==> src/rtl/s2_mdu_control_pkg.sv <==
// Shared definitions for the stage-2 control unit.
// Holds the RV32 opcode and func3 encodings, the alu_sel codes, the M-extension funct7
// value, the multiply/divide sequencer state encodings and the ALU func3 decode helper.
package s2_mdu_control_pkg;

  // Major opcodes
  localparam logic [6:0] OPC_LUI       = 7'b0110111;
  localparam logic [6:0] OPC_AUIPC     = 7'b0010111;
  localparam logic [6:0] OPC_JAL       = 7'b1101111;
  localparam logic [6:0] OPC_JALR      = 7'b1100111;
  localparam logic [6:0] OPC_BRANCH    = 7'b1100011;
  localparam logic [6:0] OPC_LOAD      = 7'b0000011;
  localparam logic [6:0] OPC_STORE     = 7'b0100011;
  localparam logic [6:0] OPC_ARI_ITYPE = 7'b0010011;
  localparam logic [6:0] OPC_ARI_RTYPE = 7'b0110011;
  localparam logic [6:0] OPC_CSR       = 7'b1110011;

  // CSR func3 values that select a non-ADD ALU operation
  localparam logic [2:0] FNC3_CSRRW  = 3'b001;
  localparam logic [2:0] FNC3_CSRRWI = 3'b101;

  localparam logic [6:0] FNC7_MULDIV = 7'b0000001;

  // alu_sel codes
  localparam logic [3:0] ALU_ADD    = 4'd0;
  localparam logic [3:0] ALU_SLL    = 4'd1;
  localparam logic [3:0] ALU_SLT    = 4'd2;
  localparam logic [3:0] ALU_XOR    = 4'd4;
  localparam logic [3:0] ALU_SRL    = 4'd5;
  localparam logic [3:0] ALU_OR     = 4'd6;
  localparam logic [3:0] ALU_AND    = 4'd7;
  localparam logic [3:0] ALU_PASS_A = 4'd8;
  localparam logic [3:0] ALU_SLTU   = 4'd11;
  localparam logic [3:0] ALU_SUB    = 4'd12;
  localparam logic [3:0] ALU_SRA    = 4'd13;
  localparam logic [3:0] ALU_PASS_B = 4'd15;

  // Multiply/divide sequencer states
  localparam logic [1:0] StIdle = 2'd0;
  localparam logic [1:0] StBusy = 2'd1;
  localparam logic [1:0] StDone = 2'd2;

  function automatic int unsigned max_u(input int unsigned a, input int unsigned b);
    return (a > b) ? a : b;
  endfunction

  // Arithmetic decode shared by R-type and I-type. Bit 30 only means SUB for R-type,
  // since on I-type it is an immediate bit of ADDI.
  function automatic logic [3:0] alu_from_f3(input logic [2:0] f3, input logic bit30,
                                             input logic rtype);
    logic [3:0] sel;
    case (f3)
      3'b000:  sel = (rtype && bit30) ? ALU_SUB : ALU_ADD;
      3'b001:  sel = ALU_SLL;
      3'b010:  sel = ALU_SLT;
      3'b011:  sel = ALU_SLTU;
      3'b100:  sel = ALU_XOR;
      3'b101:  sel = bit30 ? ALU_SRA : ALU_SRL;
      3'b110:  sel = ALU_OR;
      default: sel = ALU_AND;
    endcase
    return sel;
  endfunction

endpackage

==> src/rtl/s2_mdu_control_mdu_seq.sv <==
// Multiply/divide sequencer (mdu_seq): IDLE/BUSY/DONE FSM with a down-counter that
// stalls stage 2 for the configured MDU latency.
// Ports:
//   clk_i, rst_ni      clock, synchronous active-low reset
//   is_mop_i           stage-2 instruction is an enabled M-op
//   is_div_i           the M-op is DIV/DIVU/REM/REMU
//   div_by_zero_i      rs2 is zero (looked at only in the launch cycle)
//   valid_i, flush_i   stage-2 valid and kill
//   stall_o            hold stages 1 and 2
//   mdu_start_o        one-cycle launch pulse
//   wb_mdu_sel_o       stage-2 result comes from the MDU this cycle
module s2_mdu_control_mdu_seq
  import s2_mdu_control_pkg::*;
#(
  parameter int unsigned MUL_LAT    = 4,
  parameter int unsigned DIV_LAT    = 33,
  parameter bit          EARLY_DIV0 = 1'b1
) (
  input  logic clk_i,
  input  logic rst_ni,
  input  logic is_mop_i,
  input  logic is_div_i,
  input  logic div_by_zero_i,
  input  logic valid_i,
  input  logic flush_i,
  output logic stall_o,
  output logic mdu_start_o,
  output logic wb_mdu_sel_o
);

  localparam int unsigned MaxLat = max_u(MUL_LAT, DIV_LAT);
  localparam int unsigned CntW   = (MaxLat < 2) ? 1 : $clog2(MaxLat);

  // The launch cycle already counts as one stall cycle, and BUSY exits on cnt==0,
  // so LAT-2 yields exactly LAT stall cycles before DONE.
  localparam logic [CntW-1:0] MulLoad = CntW'(MUL_LAT - 2);
  localparam logic [CntW-1:0] DivLoad = CntW'(DIV_LAT - 2);

  logic [1:0]      state_q, state_d;
  logic [CntW-1:0] cnt_q, cnt_d;

  always_comb begin
    state_d      = state_q;
    cnt_d        = cnt_q;
    stall_o      = 1'b0;
    mdu_start_o  = 1'b0;
    wb_mdu_sel_o = 1'b0;

    case (state_q)
      StIdle: begin
        if (valid_i && is_mop_i) begin
          mdu_start_o = 1'b1;
          stall_o     = 1'b1;
          if (EARLY_DIV0 && is_div_i && div_by_zero_i) begin
            state_d = StDone;
          end else begin
            cnt_d   = is_div_i ? DivLoad : MulLoad;
            state_d = StBusy;
          end
        end
      end
      StBusy: begin
        stall_o = 1'b1;
        if (cnt_q == '0) begin
          state_d = StDone;
        end else begin
          cnt_d = cnt_q - 1'b1;
        end
      end
      StDone: begin
        // Stall released: the M-op leaves stage 2 on this edge.
        wb_mdu_sel_o = 1'b1;
        state_d      = StIdle;
      end
      default: begin
        state_d = StIdle;
        cnt_d   = '0;
      end
    endcase

    if (flush_i) begin
      stall_o      = 1'b0;
      mdu_start_o  = 1'b0;
      wb_mdu_sel_o = 1'b0;
      state_d      = StIdle;
      cnt_d        = '0;
    end
  end

  always_ff @(posedge clk_i) begin
    if (!rst_ni) begin
      state_q <= StIdle;
      cnt_q   <= '0;
    end else begin
      state_q <= state_d;
      cnt_q   <= cnt_d;
    end
  end

endmodule

==> src/rtl/s2_mdu_control.sv <==
// Stage-2 (execute) control unit for the RV32(M) core.
// Decodes instruction_s2 into ALU/operand/branch/store/CSR controls and hands M-ops to
// the multiply/divide sequencer, which stalls the pipeline for the MDU latency.
// Ports:
//   clk, rst (sync, active-low)     clock and reset
//   instruction_s2, valid_s2        stage-2 instruction and its valid
//   flush                           kill stage 2
//   div_by_zero                     forwarded rs2 is zero
//   brun, a_sel, b_sel, alu_sel     execute datapath controls
//   mem_wen, csr_we                 side-effect enables (gated by valid/flush)
//   mdu_op, mdu_start, wb_mdu_sel   MDU controls
//   stall, illegal                  pipeline hold, illegal instruction flag
module s2_mdu_control
  import s2_mdu_control_pkg::*;
#(
  parameter int unsigned XLEN       = 32,
  parameter bit          MEXT       = 1'b1,
  parameter int unsigned MUL_LAT    = 4,
  parameter int unsigned DIV_LAT    = 33,
  parameter bit          EARLY_DIV0 = 1'b1
) (
  input  logic        clk,
  input  logic        rst,
  input  logic [31:0] instruction_s2,
  input  logic        valid_s2,
  input  logic        flush,
  input  logic        div_by_zero,
  output logic        brun,
  output logic        a_sel,
  output logic        b_sel,
  output logic        mem_wen,
  output logic        csr_we,
  output logic [3:0]  alu_sel,
  output logic [2:0]  mdu_op,
  output logic        mdu_start,
  output logic        wb_mdu_sel,
  output logic        stall,
  output logic        illegal
);

  // M decode is only meaningful on a 32-bit datapath.
  localparam bit MExtOn = MEXT && (XLEN == 32);

  logic [6:0] opcode;
  logic [2:0] func3;
  logic [6:0] funct7;
  logic       m_enc;
  logic       is_mop;
  logic       opc_known;
  logic       live;
  logic       unused_instr_bits;

  assign opcode = instruction_s2[6:0];
  assign func3  = instruction_s2[14:12];
  assign funct7 = instruction_s2[31:25];

  // Register specifiers and rd are consumed by the datapath, not by this decoder.
  assign unused_instr_bits = ^{instruction_s2[24:15], instruction_s2[11:7]};

  assign m_enc  = (opcode == OPC_ARI_RTYPE) && (funct7 == FNC7_MULDIV);
  assign is_mop = m_enc && MExtOn;
  assign live   = valid_s2 && !flush;

  always_comb begin
    alu_sel   = ALU_ADD;
    a_sel     = 1'b0;
    b_sel     = 1'b1;
    opc_known = 1'b1;
    case (opcode)
      OPC_LUI:                         alu_sel = ALU_PASS_B;
      OPC_AUIPC, OPC_JAL, OPC_BRANCH:  a_sel = 1'b1;
      OPC_JALR, OPC_LOAD, OPC_STORE:   alu_sel = ALU_ADD;
      OPC_CSR: begin
        if (func3 == FNC3_CSRRW) begin
          alu_sel = ALU_PASS_A;
        end else if (func3 == FNC3_CSRRWI) begin
          alu_sel = ALU_PASS_B;
        end
      end
      OPC_ARI_ITYPE: alu_sel = alu_from_f3(func3, instruction_s2[30], 1'b0);
      OPC_ARI_RTYPE: begin
        b_sel = 1'b0;
        // M-ops keep the ALU idle on ADD; the MDU produces the result.
        if (!is_mop) begin
          alu_sel = alu_from_f3(func3, instruction_s2[30], 1'b1);
        end
      end
      default: opc_known = 1'b0;
    endcase
  end

  assign brun    = instruction_s2[13];
  assign mem_wen = live && (opcode == OPC_STORE);
  // func3==0 under SYSTEM is ECALL/EBREAK, which writes no CSR.
  assign csr_we  = live && (opcode == OPC_CSR) && (func3 != 3'b000);
  assign mdu_op  = is_mop ? func3 : 3'b000;
  assign illegal = valid_s2 && (!opc_known || (m_enc && !MExtOn));

  s2_mdu_control_mdu_seq #(
    .MUL_LAT    (MUL_LAT),
    .DIV_LAT    (DIV_LAT),
    .EARLY_DIV0 (EARLY_DIV0)
  ) u_mdu_seq (
    .clk_i         (clk),
    .rst_ni        (rst),
    .is_mop_i      (is_mop),
    .is_div_i      (func3[2]),
    .div_by_zero_i (div_by_zero),
    .valid_i       (valid_s2),
    .flush_i       (flush),
    .stall_o       (stall),
    .mdu_start_o   (mdu_start),
    .wb_mdu_sel_o  (wb_mdu_sel)
  );

endmodule

==> config.mk <==
export PLATFORM = sky130hd
export DESIGN_NAME = s2_mdu_control
export DESIGN_NICKNAME = d
export VERILOG_FILES = /design/src/rtl/s2_mdu_control_pkg.sv /design/src/rtl/s2_mdu_control_mdu_seq.sv /design/src/rtl/s2_mdu_control.sv
export SDC_FILE = /design/constraint.sdc
export NUM_CORES = 1
export LEC_CHECK = 0
export CORE_MARGIN = 2
export CORE_UTILIZATION = 35
export CTS_BUF_LIST = sky130_fd_sc_hd__clkbuf_2 sky130_fd_sc_hd__clkbuf_4 sky130_fd_sc_hd__clkbuf_8
export CTS_CLUSTER_SIZE = 40
export DETAILED_ROUTE_END_ITERATION = 8
export GPL_ROUTABILITY_DRIVEN = 1
export PLACE_DENSITY = 0.72
export SYNTH_ARGS = -nofsm -noshare
export SYNTH_HDL_FRONTEND = slang
export SYNTH_SLANG_ARGS = --single-unit
export TNS_END_PERCENT = 100
==> constraint.sdc <==
create_clock -name clk -period 2.24 [get_ports clk]
set_clock_uncertainty 0.1 [all_clocks]
set_input_delay 0.224 -clock clk [delete_from_list [all_inputs] [get_ports clk]]
set_output_delay 0.224 -clock clk [all_outputs]
set_load 0.02 [all_outputs]
# == Yosys cells after proc, flatten, opt, wreduce, memory -nomap -nowiden ==
# Index checks and enable logic that the tools add are counted.
# word_totals
out_inout_bits,16
inputBits,37
memories,0
elab_cells,75
latchBits,0
mem_bits_rw,0
romBits,0
regBits,8
# classes
bitwise,2
n_mux,28
shifts,0
div,0
mul,0
n_eq_ne,23
addsub,1
order_cmp,0
n_reduce_logical,19
# ops
operator,count
case mux 4 bit (7 select lines),2
equality test 7 bit (second input constant),4
equality test 7 x 6 -> 1 bit (second input constant),3
2-to-1 mux 4 bit,5
2-to-1 mux 6 bit,3
case mux 6 bit (3 select lines),1
case mux 4 bit (4 select lines),1
equality test 7 x 5 -> 1 bit (second input constant),2
OR reduction 10 bit,1
equality test 3 bit (second input constant),3
2-to-1 mux 1 bit,9
logical AND 1 bit,8
equality test 7 x 1 -> 1 bit (second input constant),1
equality test 7 x 2 -> 1 bit (second input constant),1
equality test 3 x 2 -> 1 bit (second input constant),2
zero test 6 bit,1
2-to-1 mux 2 bit,3
subtractor 6 x 1 -> 6 bit (second input constant),1
2-to-1 mux 5 bit,1
!= test 2 x 1 -> 1 bit (second input constant),2
!= test 2 bit (second input constant),2
case mux 2 bit (2 select lines),1
AND reduction 4 bit,1
equality test 3 x 1 -> 1 bit (second input constant),1
other kinds (12),14

# == Logic depth before layout (Yosys ltp) ==
# logic_depth
word_depth,6
depth_mapped,7
depth_no_buf,7

# == By module ==
# Synthesis repeated with hierarchy kept, for this count alone.
# unflattened
hier_cells,121
hier_area_um2,962.2
# by_module_without_submodules
mod,seq_area_each_um2,n_inst,area_per_inst_um2,cells_per_inst
s2_mdu_control_mdu_seq,160.2,1,570.5,67
s2_mdu_control,0.0,1,391.6,54

# == Least setup slack after synthesis ==
# OpenSTA, ideal clock, no wires.
# synth_timing
kind,input to output
from,input instruction_s2[27]
to,output stall
stages,5
required_ps,1916
path_buffers,0
setup_slack_ps,88
arrival_time_ps,1828
cell_sequence,or4_4 -> nor4b_4 -> and2_2 -> a21oi_1 -> nor3_1
# synth_between
elab_chain_len,6
# synth_rtl
item,line,rtl
start: declaration,s2_mdu_control.sv:24,"input logic [31:0] instruction_s2,"
equality test 7 x 1 -> 1 bit,s2_mdu_control.sv:60,assign m_enc = (opcode == OPC_ARI_RTYPE) && (funct7 == FNC7_MULDIV);
logical AND 1 bit,s2_mdu_control.sv:60,
logical AND 1 bit,s2_mdu_control_mdu_seq.sv:51,if (valid_i && is_mop_i) begin
2-to-1 mux 1 bit,s2_mdu_control_mdu_seq.sv:51,
case mux 1 bit (2 select lines),s2_mdu_control_mdu_seq.sv:49,case (state_q)
2-to-1 mux 1 bit,s2_mdu_control_mdu_seq.sv:81,if (flush_i) begin
end: declaration,s2_mdu_control.sv:37,"output logic stall,"
# Every way passes these cells.

# == Worst setup path in the final report ==
# layout_timing
from,input instruction_s2[31]
to,output alu_sel[2]
# layout_between
elab_chain_len,4
# layout_rtl
item,line,rtl
equality test 7 x 1 -> 1 bit,s2_mdu_control.sv:60,
logical AND 1 bit,s2_mdu_control.sv:60,
2-to-1 mux 4 bit,s2_mdu_control.sv:84,if (!is_mop) begin
case mux 4 bit (4 select lines),s2_mdu_control.sv:69,case (opcode)
end: declaration,s2_mdu_control.sv:33,"output logic [3:0] alu_sel,"
# Every way passes these cells.

==> impl_metrics.tcl <==
set metrics [dict create \
    status "complete, no violations" \
    cellPowerDensity_mw_per_mm2 260 \
    ys_types 45 \
    maxCapViolCount 0 \
    track_usage_pct 22.5 \
    cp_slowest_cell "or4_4" \
    dieArea_mm2 0.00295 \
    final.setup.tns_ns 0 \
    muxShareOfSynthArea_pct 2.26 \
    reg2reg_from "u_mdu_seq.state_q[0]" \
    cts_tree "done" \
    cts_buffer_depth 2 \
    gp_congestion 0.781 \
    critPathBufInv 4 \
    ys_seq_area_share_pct 18.1 \
    worstSetupPathType "in -> out" \
    dp.final_hpwl_mm 2.19 \
    seqCellArea_um2 160 \
    critPathArrivalTime_ns 1.88 \
    routed_wl_mm 2.87 \
    drtIter0Drc 45 \
    relSlewSlack_pct 71.3 \
    dp.cells 202 \
    cts_buffers 3 \
    setup_viol 0 \
    antenna_cells 0 \
    pre_cts_ws_ns -0.671 \
    chipWidth_um 54.3 \
    grt-busiest-layer "met2" \
    nets 219 \
    clock_latency_ns 0.27 \
    crit_path_max_fanout 3 \
    finalHoldViolations 0 \
    critPathMaxStageDelay_ns 0.53 \
    hold_class "reg -> reg" \
    finalCritPeriodShare_pct 98.5 \
    postLayoutCellArea_mm2 0.00147 \
    rr_endpoint "u_mdu_seq.cnt_q[2]" \
    grt-ovfl-total 0 \
    avgViaCountPerCell 5.46 \
    wl_per_cell_um 13.8 \
    drtAntennaViolNets 0 \
    hold_buffers 0 \
    io_buffers 37 \
    die_y_um 54.3 \
    use_met1_pct 27.8 \
    power_mw 0.381 \
    grtUsageMet2_pct 38.6 \
    period_needed_ns 2.21 \
    startpoint_type "input pin" \
    critPathCaptureType "output port" \
    grt_pass1_wl_mm 4.85 \
    synth_cells 118 \
    synth_fp_nets 157 \
    clock.fmax_mhz 453 \
    r2r_cells 5 \
    met3_usage_pct 4.37 \
    crit_required_ns 1.92 \
    vdd_ir_drop_max_mv 0.252 \
    clkSlewWorstSetupHoldPaths_ns 0.06 \
    grt_max_degree 12 \
    min_path_cells 2 \
    setup_slack_ns 0.0331 \
    synth_area_um2 885 \
    final-max-slew-violation-count 0 \
    drt_first_pass_iters 4 \
    yosys.area_share.simple_pct 49.2 \
    final_util_pct 60.3 \
    fin_hold_ws_ns 0.397 \
    hp-start "u_mdu_seq.cnt_q[5]" \
    final_common_cell "buf_4" \
    antenna_found_initial 0 \
    grt_pass1_vias 1139 \
    core_area_mm2 0.00243 \
    synthXorXnorAreaFrac_pct 0 \
    synth_adder_area_share_pct 2.83 \
    ys_warn_count 0 \
    synth_seq_cells 8 \
    synth_compound_gate_area_share_pct 18.2 \
    worst_pin_slew_ns 0.430 \
    path_delay_family "simple AND/OR/NAND/NOR gates" \
    rsz0062_at_grt "false" \
    final_cell_mix "buf_4 (22), clkdlybuf4s50_1 (15), nand2_1 (13)" \
    htreeDepth 1 \
    final_cell_count_no_fill 208 \
    cts_root_buf "clkbuf_4" \
    cp_common_cell "buf_6" \
    place_area_mm2 0.00140 \
    crit_chain "buf_6 -> or4_4 -> nor4b_4 -> a21oi_4 -> buf_4 -> buf_6 -> a21oi_2 -> nand2_1 -> buf_6" \
    boundaryPins 53 \
    fillers 217 \
    synth_top_family_by_area "simple AND/OR/NAND/NOR gates" \
    cts.sinks 8 \
    p_leak_nw 0.643 \
    syn_avg_cell_area_um2 7.50 \
    area_growth_pct 65.8 \
    min_to "u_mdu_seq.cnt_q[5]" \
    start_util_pct 36.4 \
    multi_input_area_um2 683 \
    drc_errors 0 \
    drive_gt1_share_pct 35.4 \
    num_vias 1136 \
    std_cell_rows 18 \
    r2r_slack_ns 0.34 \
]
[power by group]
| group | total [mW] | internal, mW | switching (mW) |
|---|---|---|---|
| Clock | 0.124 | 0.0621 | 0.0619 |
| Sequential | 0.142 | 0.142 | 0.00000158 |
| Combinational | 0.115 | 0.0648 | 0.0503 |
[sequential cells by signal, indices dropped and copies added, names as in the netlist]
register	cells
u_mdu_seq.cnt_q	6
u_mdu_seq.state_q	2
[tightest hold or removal path, delay by kind of cell (launching register included)]
family             cells  cell delay, ns
DFF                    1            0.32
AOI/OAI and AO/OA      1            0.06
and+or+nand+nor        1            0.06
[worst max path at each step]
stage | depth (start not counted) | slack [ns] | to | start
finish | 9 | 0.03 | alu_sel[2] | instruction_s2[31]
global route | 9 | 0.006 | alu_sel[2] | instruction_s2[31]
CTS | 7 | -0.002 | stall | instruction_s2[31]
detailed placement | 7 | -0.67 | alu_sel[3] | instruction_s2[4]
global placement | 7 | -0.63 | alu_sel[3] | instruction_s2[4]
floorplan | 5 | 0.09 | stall | instruction_s2[27]
[cell usage after synthesis (all sizes together)]
| cell | instances | area share, % |
|---|---|---|
| and2 | 3 | 2.4 |
| clkbuf | 2 | 3.4 |
| nand2b | 3 | 2.1 |
| nor2 | 8 | 3.4 |
| a21oi | 9 | 5.1 |
| or2b | 1 | 0.99 |
| or2 | 2 | 1.4 |
| nand4 | 4 | 2.8 |
| or3 | 2 | 2.0 |
| o21ai | 7 | 4.0 |
| o22ai | 1 | 0.71 |
| or3b | 1 | 0.99 |
| buf | 3 | 3.4 |
| a22oi | 1 | 0.85 |
| nand3b | 1 | 0.85 |
| nor2b | 2 | 1.4 |
| nor3b | 1 | 0.85 |
| nor4 | 1 | 2.4 |
| and3 | 4 | 3.3 |
| o211ai | 2 | 1.7 |
| o2111ai | 1 | 0.99 |
| or4 | 2 | 2.1 |
| a21o | 1 | 0.85 |
| and3b | 2 | 2.0 |
| o31ai | 1 | 0.85 |
| o311ai | 1 | 0.99 |
| nor3 | 7 | 4.0 |
| nand3 | 5 | 4.2 |
| mux2i | 2 | 2.3 |
| ha | 2 | 2.8 |
| nand2 | 15 | 6.4 |
| dfxtp | 8 | 18 |
| a31oi | 2 | 1.4 |
| nor4b | 3 | 4.7 |
| o21a | 1 | 0.85 |
| and4 | 1 | 0.99 |
| inv | 6 | 2.5 |
[layer usage]
metal	routed length (um)	share of wire, %	vias to the layer above
met2	1350	47	57
met5	0	0	-
met4	38	1.3	0
met1	1230	43	518
met3	247	8.6	5
li1	-	-	556
[logic make-up after synthesis]
family,after synthesis
AND/OR/NAND/NOR,68
AO/OA/AOI/OAI,27
buffers and inverters,11
flip-flops,8
multiplexers,2
adder cells (fa/ha/maj),2
[layout make-up]
type / count / share of cell area (%)
Multi-Input combinational cell: 99 / 46.6
Timing Repair Buffer: 62 / 36.9
Sequential cell: 8 / 10.9
Tap cell: 30 / 2.56
Clock buffer: 3 / 1.54
Inverter: 6 / 1.54
[what timing repair did]
action | in CTS | in global routing
pin swaps | 10 | 3
endpoints found under the setup margin | 14 | 9
resized for setup | 70 | 11
buffers inserted | 3 | 1
Power figures use the tool's default switching activity.
